### src/rtl/fifo_burst_reader.sv
// fifo_burst_reader: pops a fixed-length burst from an asyncfifo read port and streams it out through a 2-entry skid buffer.
// Ports:
//   rd_clk, rst            read-domain clock, synchronous active-high reset
//   start, burst_len       begin a burst of burst_len words (accepted only when idle)
//   fifo_empty, fifo_data  asyncfifo EMPTY / DataOut
//   fifo_rd, fifo_en       asyncfifo RD / EN
//   m_data, m_valid,
//   m_ready, m_last        downstream valid/ready stream, m_last marks the final word
//   busy, done             burst in progress / one-cycle completion pulse
//   words_read             words accepted downstream in the current or last burst
//   seq_err                sticky low-16-bit sequence error
// Optional: define FIFO_BURST_READER_SEQCHK_EN to build the sequence checker; otherwise seq_err is 0.
module fifo_burst_reader #(
    parameter int DATA_W = 32,
    parameter int CNT_W  = 16
) (
    input  logic              rd_clk,
    input  logic              rst,
    input  logic              start,
    input  logic [CNT_W-1:0]  burst_len,
    input  logic              fifo_empty,
    input  logic [DATA_W-1:0] fifo_data,
    output logic              fifo_rd,
    output logic              fifo_en,
    output logic [DATA_W-1:0] m_data,
    output logic              m_valid,
    input  logic              m_ready,
    output logic              m_last,
    output logic              busy,
    output logic              done,
    output logic [CNT_W-1:0]  words_read,
    output logic              seq_err
);
    typedef enum logic [1:0] {IDLE, RUN, DRAIN, DONE} state_t;
    state_t state, state_nx;
    logic [CNT_W-1:0] remaining, len;
    logic [DATA_W-1:0] buf0, buf1;
    logic [1:0] occ;
    logic inflight, go, pop;
    assign go      = (state == IDLE) && start;
    assign busy    = (state == RUN) || (state == DRAIN);
    assign done    = (state == DONE);
    assign fifo_en = busy;
    assign m_valid = (occ != 2'd0);
    assign m_data  = buf0;
    assign pop     = m_valid && m_ready;
    // head word number is words_read+1; wraps consistently with burst_len
    assign m_last  = m_valid && (CNT_W'(words_read + 1'b1) == len);
    // a captured word always has a free slot because occupancy+inflight never exceeds 2
    assign fifo_rd = busy && (state == RUN) && !fifo_empty && (remaining != '0) &&
                     ((occ + {1'b0, inflight}) < 2'd2);
    always_comb begin
        state_nx = state;
        case (state)
            IDLE:    if (start) state_nx = (burst_len == '0) ? DONE : RUN;
            RUN:     if (fifo_rd && remaining == CNT_W'(1)) state_nx = DRAIN;
            DRAIN:   if (!inflight && (occ == 2'd0 || (occ == 2'd1 && pop))) state_nx = DONE;
            default: state_nx = IDLE;
        endcase
    end
    always_ff @(posedge rd_clk) begin
        if (rst) begin
            state      <= IDLE;
            remaining  <= '0;
            len        <= '0;
            words_read <= '0;
            inflight   <= 1'b0;
            occ        <= 2'd0;
            buf0       <= '0;
            buf1       <= '0;
        end else begin
            state    <= state_nx;
            inflight <= fifo_rd;
            if (go) begin
                remaining  <= burst_len;
                len        <= burst_len;
                words_read <= '0;
            end else begin
                if (fifo_rd) remaining <= remaining - 1'b1;
                if (pop) words_read <= words_read + 1'b1;
            end
            if (inflight && !pop) begin
                if (occ == 2'd0) buf0 <= fifo_data;
                else buf1 <= fifo_data;
            end else if (!inflight && pop) begin
                buf0 <= buf1;
            end else if (inflight && pop) begin
                buf0 <= (occ == 2'd2) ? buf1 : fifo_data;
                buf1 <= fifo_data;
            end
            occ <= occ + {1'b0, inflight} - {1'b0, pop};
        end
    end
`ifdef FIFO_BURST_READER_SEQCHK_EN
    logic [15:0] expected;
    // first word of a burst seeds the sequence; later words must follow it by +1
    always_ff @(posedge rd_clk) begin
        if (rst) begin
            seq_err  <= 1'b0;
            expected <= '0;
        end else if (go) begin
            seq_err <= 1'b0;
        end else if (pop) begin
            if (words_read != '0 && m_data[15:0] != expected) seq_err <= 1'b1;
            expected <= ((words_read == '0) ? m_data[15:0] : expected) + 16'd1;
        end
    end
`else
    assign seq_err = 1'b0;
`endif
endmodule

### config.mk
export PLATFORM = sky130hd
export DESIGN_NAME = fifo_burst_reader
export DESIGN_NICKNAME = d
export VERILOG_FILES = /design/src/rtl/fifo_burst_reader.sv
export SDC_FILE = /design/constraint.sdc
export NUM_CORES = 1
export LEC_CHECK = 0
export ABC_AREA = 1
export CAP_MARGIN = 25
export CORE_MARGIN = 3
export CORE_UTILIZATION = 45
export CTS_CLUSTER_DIAMETER = 100
export CTS_CLUSTER_SIZE = 14
export DETAILED_ROUTE_END_ITERATION = 12
export GPL_TIMING_DRIVEN = 1
export PLACE_DENSITY = 0.73
export SLEW_MARGIN = 30
export SYNTH_ARGS = -nofsm -noshare
export SYNTH_HDL_FRONTEND = slang
export SYNTH_SLANG_ARGS = --single-unit
### constraint.sdc
create_clock -name rd_clk -period 1.9 [get_ports rd_clk]
set_input_delay 0.285 -clock rd_clk [delete_from_list [all_inputs] [get_ports rd_clk]]
set_output_delay 0.285 -clock rd_clk [all_outputs]
set_load 0.05 [all_outputs]
After elaboration in Yosys (flattened, before gate mapping) --
Index checks and enable logic that the tools add are counted.
Operators by class: $add $sub $neg 4, $lt $le $gt $ge 1, eq/ne operators 13, muxes and demuxes 16, reductions and logical operators 30
Operator list (number):
- $mux 32 | 9
- $mux 16 | 2
- $add 16x1->16 const B | 1
- $eq 16x1->1 const B | 1
- $eq 16x16->1 | 1
- $logic_not 16->1 | 1
- $reduce_bool 16->1 | 1
- $sub 16x1->16 const B | 1
- $logic_and 1x1->1 | 13
- $mux 2 | 4
- $ne 2x2->1 const B | 4
- $eq 2x2->1 const B | 3
- $pmux 2 s3 | 1
- $reduce_and 3->1 | 2
- $reduce_bool 2->1 | 3
- $eq 2x1->1 const B | 2
- $logic_not 2->1 | 2
- $ne 2x1->1 const B | 2
- $logic_not 1->1 | 3
- $reduce_bool 3->1 | 1
- $add 2x1->2 | 1
- $logic_or 1x1->1 | 2
- $lt 2x2->1 const B | 1
- $reduce_and 2->1 | 1
- other kinds (2) | 2
Word-level totals: register bits 117, input port bits 53, logic and storage cells 72

Longest topological paths before layout --
Gate-level depths: netlist of the first run.
word-level depth 9, mapped depth 13

Worst setup path after synthesis of the first run --
Ideal clock, no wire load.
kind reg2out, start register words_read[0], end output port m_last, arrival time 2.445 ns, data required time 1.615 ns, path slack -0.830 ns, stages on the path, launching flop included 14, buffers on the path 0, cells stage by stage dfxtp_1 ha_1 nand2_2 inv_2 nand3_4 nor2_8 nand2_1 nand2_1 nand2_1 nand2_1 nand2_1 nor2_1 nand2_1 nor2_1
Between the ends: cells in the longest elaborated chain, start to end 3
Ends and longest elaborated chain:
- start, declared | RTL line 31 | output logic [CNT_W-1:0] words_read,
- start signal, assigned | RTL line 80 | if (pop) words_read <= words_read + 1'b1;
- $add 16x1->16 | RTL line 48 | assign m_last = m_valid && (CNT_W'(words_read + 1'b1) == len);
- $eq 16x16->1 | RTL line 48
- $logic_and 1x1->1 | RTL line 48
- end, declared | RTL line 28 | output logic m_last,
Every way passes these cells.

Final worst setup path of the first run --
Same ends and word-level chain as after synthesis.

==> results of run 1 <==
==> Yosys cell counts (3+ instances only) <==
cell type and instances:
xor2_1 8, ha_1 10, clkbuf_1 15, nand2_4 3, nand3_1 35, o211ai_1 4
xnor2_1 4, buf_2 15, a31oi_1 4, dfxtp_1 117, nor3_1 5, o21ai_1 6
buf_4 5, nand4_1 6, xnor3_1 3, mux2i_1 27, nand2_2 6, nor2_4 4
a21oi_1 59, o21ai_0 96, o22ai_1 10, inv_2 10, nor3_2 3, inv_1 73
nand2_1 122, nor2_1 113
==> where the power goes <==
group          switching [mW]  internal [mW]  total (mW)
Combinational            3.92           2.34        6.26
Sequential              0.478           3.09        3.56
Clock                    1.18           2.00        3.18
Total                    5.58           7.43        13.0
==> cell families (layout without fill, tap and decap cells) <==
kind of cell             after synthesis  in the layout  share of synthesized area
AO/OA/AOI/OAI                        189            189                     0.1747
XOR/XNOR                              15             15                    0.02976
adder cells (fa/ha/maj)               10             10                    0.02157
buffers and inverters                121            258                    0.08605
flip-flops                           117            117                     0.4037
multiplexers                          27             27                    0.04658
other                                  1              1                  0.0006463
AND/OR/NAND/NOR                      308            308                     0.2370
==> state kept, by name, indices dropped and copies added, names as in the netlist <==
register,flops
len,16
remaining,16
state,2
inflight,1
buf1,32
occ,2
words_read,16
m_data,32
==> final cells by class <==
cell class / instances / area [um^2] / share of cell area
clock buffers: 21 / 460.4 / 0.05748
clock inverters: 11 / 125.1 / 0.01562
inverters: 85 / 324.1 / 0.04046
multi-input cells: 550 / 3064 / 0.3825
flip-flops and latches: 117 / 2380 / 0.2971
well taps: 168 / 210.2 / 0.02624
repair buffers: 141 / 1446 / 0.1806
==> per-layer routing <==
metal | GRT usage | wire (um) | up-vias | part of all wire
met5 | 0 | 0 | - | 0
met2 | 0.3506 | 7317 | 174 | 0.47
met1 | 0.2819 | 6986 | 2573 | 0.45
met4 | 0.06586 | 230 | 0 | 0.015
li1 | - | - | 2858 | -
met3 | 0.06786 | 1023 | 22 | 0.066
==> repair_timing <==
action,in CTS,in global routing
setup endpoints to repair,15,23
resized for setup,24,32
buffers inserted,3,2
pin swaps,11,9
endpoints found under the hold margin,0,0
==> critical path, stage by stage, from the launching register on <==
cell and delay (ps):
dfxtp_4 370, ha_4 150, nand2_4 80, inv_4 70, nand3_4 90, nor2_8 170, nand2_2 70, nand2_2 70
nand2_1 60, nand2_1 60, nand2_1 50, nor2_1 80, nand2_1 90, nor2_4 110, buf_12 140
==> per-stage QoR <==
step | hold slack [ps] | TNS, ps
floorplan | 419.9 | -125.1
detailed placement | 484.1 | -44.39
CTS | 426.7 | -457.6
finish | 430.4 | -457.7
global route | 457.8 | -581.3
global placement | 476.8 | -29.32
==> how the worst min path moves through the flow <==
| stage | depth (start not counted) | end | slack [ps] |
|---|---|---|---|
| floorplan | 2 | buf1[27] | 420 |
| global placement | 2 | len[5] | 480 |
| detailed placement | 2 | len[5] | 480 |
| CTS | 3 | buf1[3] | 430 |
| global route | 3 | buf1[3] | 460 |
| finish | 3 | buf1[3] | 430 |
==> impl_metrics.tcl, run 1 <==
set metrics [dict create \
    grt_pass1_wl_um 25340 \
    synth_top_area_frac 0.4037 \
    setup_viol 1 \
    relSlewSlack 0.6472 \
    gp_congestion 0.9196 \
    drc 0 \
    critPathLaunchType "register" \
    drv_slew 0 \
    synth_nets 851 \
    final.min_clock_period_ps 2358 \
    grt_max_degree 68 \
    viasPerCell 5.148 \
    fp.dieArea_mm2 0.01429 \
    final_cell_mix "nand2_1, nor2_1, dfxtp_1" \
    yosysUniqueCellTypes 44 \
    antenna_found_initial 0 \
    syn_inst 788 \
    ant_nets 0 \
    rsz0062_at_grt "yes" \
    netlist_area_mm2 0.005802 \
    final_layout_size_suffix_gt1_frac 0.1589 \
    fin_total_pwr_mw 13.01 \
    p_leak_nw 3.796 \
    placed_cells 1056 \
    cts-buffers-inserted 17 \
    final_area_mm2 0.008010 \
    coreArea_mm2 0.01231 \
    netlist_top_cells_area "dfxtp_1, o21ai_0, nand2_1" \
    required_ps 1620 \
    finalClockSkew_ps 6.686 \
    placementRows 40 \
    violations "negative setup slack" \
    hp-class "input pin to register" \
    dp_slack_ps -44.39 \
    tightest_slew_ps 527.5 \
    fin_crit_sh 1.241 \
    cellPowerDensity_mw_per_mm2 1624 \
    fin_util 0.6506 \
    async_reset_ff_frac 0 \
    ys.flop_type "dfxtp_1" \
    ctsRootBufferMaster "clkbuf_16" \
    area_delta_synth_final_pct 38.06 \
    grt_overflow_total 0 \
    port_buffers 106 \
    n_antenna_cell 0 \
    ys_warn_count 0 \
    clk_pin_slew_ps 60 \
    clk_path_buf_depth 2 \
    die_y_um 119.5 \
    crit_arrival_ps 2070 \
    worst_slack_ps -457.7 \
    reg2reg_to "remaining[7]" \
    dpl_cell_area_mm2 0.007284 \
    start_util 0.4712 \
    pin_count 108 \
    holdCritStartpoint "fifo_data[3]" \
    critPathCapture "m_last" \
    crit_start "words_read[0]" \
    clock_sinks 117 \
    r2r-start "occ[0]" \
    cts_hold_buffers 0 \
    drv_cap 0 \
    vdd_drop_max_v 0.0008872 \
    status "finished, violations left" \
    syn_avg_cell_area_um2 7.363 \
    grt_use_total 0.2181 \
    first_global_vias 5304 \
    crit_type "register to primary output" \
    cts_tree "built" \
    finalNonFillerCells 1093 \
    cts_max_level 4 \
    drt-initial-drc-count 485 \
    die_w_um 119.5 \
    insertion_delay_ps 420 \
    ys_ff_latch 117 \
    timing.critical_path.to_type "primary output" \
    fin_nets 975 \
    synth_seq_area_share 0.4037 \
    first_pass_iters 5 \
    nFillCells 1074 \
    worstPathMaxFanout 7 \
    fmax_mhz 424.1 \
    routed_wl_um 15560 \
    synth_edf_count 0 \
    ff2ff_path_depth 10 \
    num_vias 5627 \
    routedWlPerCell_um 14.23 \
    hold_viol 0 \
    hpwlAfterDp_um 10650 \
    synth_area_leader_cell "dfxtp_1" \
    rrSetupSlack_ps 140 \
    mostFrequentLayoutCell "nand2_1" \
]
Power figures use the tool's default switching activity.
==> run 2, diff against run 1 <==
- SKIP_LAST_GASP: default -> 1
==> run 2 against run 1 <==
Compared with the run above: the run still ends with negative setup slack left; register-to-register slack improved by 30 ps; sequential power about the same; critical path depth decreased by 2; via count decreased by 0.14%; global-route usage about the same; core utilization decreased by 0.061 points; sequential share of layout area about the same; setup slack improved by 0.70 ps; final cell count unchanged; critical path type unchanged; largest power group unchanged; highest routed layer unchanged.
==> impl_metrics.tcl, run 2 (synthesis gave the netlist of run 1 again) <==
set metrics [dict create \
    required_ps 1620 \
    first_global_vias 5289 \
    status "finished, violations left" \
    die_y_um 119.5 \
    fp.dieArea_mm2 0.01429 \
    hpwlAfterDp_um 10650 \
    drv_slew 0 \
    grt_max_degree 68 \
    worstPathMaxFanout 7 \
    final_cell_mix "nand2_1, nor2_1, dfxtp_1" \
    routed_wl_um 15530 \
    fmax_mhz 424.3 \
    crit_family "simple AND/OR/NAND/NOR gates" \
    cts-buffers-inserted 17 \
    m1WireLength_um 6943 \
    fin_crit_sh 1.241 \
    finalClockSkew_ps 6.836 \
    drc 0 \
    tightest_slew_ps 527.5 \
    wl_met3_um 1058 \
    first_pass_iters 5 \
    setup_viol 1 \
    crit_chain "ha_4 -> nand2_4 -> inv_4 -> nand3_4 -> nor2_8 -> nand3_1 -> nand3_1 -> nand2_1 -> nor2_1 -> nand2_1 -> nor2_4 -> buf_12" \
    ant_nets 0 \
    drt-initial-drc-count 547 \
    clk_pin_slew_ps 60 \
    relSlewSlack 0.6472 \
    rsz0062_at_grt "yes" \
    cts_max_level 4 \
    routedWlPerCell_um 14.21 \
    clock_sinks 117 \
    cellPowerDensity_mw_per_mm2 1621 \
    cts_hold_buffers 0 \
    drv_cap 0 \
    p_leak_nw 3.794 \
    area_delta_synth_final_pct 37.93 \
    critPathMaxStageDelay_ps 370 \
    hp-class "input pin to register" \
    viasPerCell 5.141 \
    crit_arrival_ps 2070 \
    grt_overflow_total 0 \
    antenna_found_initial 0 \
    insertion_delay_ps 420 \
    grt_pass1_wl_um 25270 \
    placementRows 40 \
    nFillCells 1076 \
    mostFrequentLayoutCell "nand2_1" \
    fin_nets 975 \
    hold_slack_ps 430.0 \
    gp_congestion 0.9196 \
    pin_count 108 \
    crit_slowest_cell "dfxtp_4" \
    ctsRootBufferMaster "clkbuf_16" \
    clk_path_buf_depth 2 \
    critPathLaunchType "register" \
    port_buffers 106 \
    wl_met2_um 7290 \
    critPathBufInv 2 \
    die_w_um 119.5 \
    grt_use_total 0.2176 \
    dp_slack_ps -44.39 \
    route.top_layer_used "met4" \
    final.min_clock_period_ps 2357 \
    crit_type "register to primary output" \
    cts_tree "built" \
    num_vias 5619 \
    timing.critical_path.to_type "primary output" \
    n_antenna_cell 0 \
    final_layout_size_suffix_gt1_frac 0.1578 \
    violations "negative setup slack" \
    vdd_drop_max_v 0.0008871 \
    hold_viol 0 \
    start_util 0.4712 \
    worst_slack_ps -457.1 \
    coreArea_mm2 0.01231 \
]
run 2: cell counts in the layout (fill, tap and decap cells not counted):
No cell type changed its count.
run 2: final timing paths:
path	from	slack, ps	to	cells after the start
worst max-delay path	words_read[0]	-460	m_last	12
worst min-delay path	fifo_data[3]	430	buf1[3]	3
worst max register to register	occ[0]	170	remaining[7]	10
worst min register to register	len[5]	490	len[5]	2
run 2: worst reg2reg max path: stages (launching register included):
cell and delay [ps]:
dfxtp_2 340, ha_4 170, xor2_2 160, nor3_2 180
nand2_4 100, buf_4 190, nor2_4 200, inv_2 80
o21ai_0 140, nand2_1 70, nand2_1 50
run 2: area by class of cell:
cell class                      count  area, um^2  area share
Clock buffer                       21       460.4     0.05754
Clock inverter                     11       125.1     0.01563
Inverter                           85       324.1     0.04049
Multi-Input combinational cell    550        3057      0.3820
Sequential cell                   117        2380      0.2974
Tap cell                          168       210.2     0.02627
Timing Repair Buffer              141        1446      0.1807
run 2: power breakdown:
part,internal (mW),switching (mW),total (mW)
clock,2.00,1.18,3.18
combinational,2.33,3.89,6.23
sequential,3.09,0.477,3.56
run 2: per-layer routing:
metal	vias to the layer above	track usage
met2	182	0.3492
met5	-	0
met1	2556	0.2816
li1	2856	-
met4	0	0.06586
met3	25	0.06786
run 2: metrics by stage:
stage	power (mW)	TNS (ps)	util	std cells	cell area [um^2]
global route	13.72	-581.3	0.6500	1093	8003
CTS	12.93	-478.9	0.6415	1091	7898
detailed placement	9.681	-44.39	0.5917	1056	7284
finish	12.97	-457.1	0.6500	1093	8003
floorplan	7.755	-125.1	-	788	5858
global placement	9.647	-29.32	0.5917	1056	7284
run 2: timing repair:
item | CTS | global route
setup buffers | 3 | 2
setup endpoints to repair | 15 | 24
pin swaps | 11 | 9
resized for setup | 23 | 31
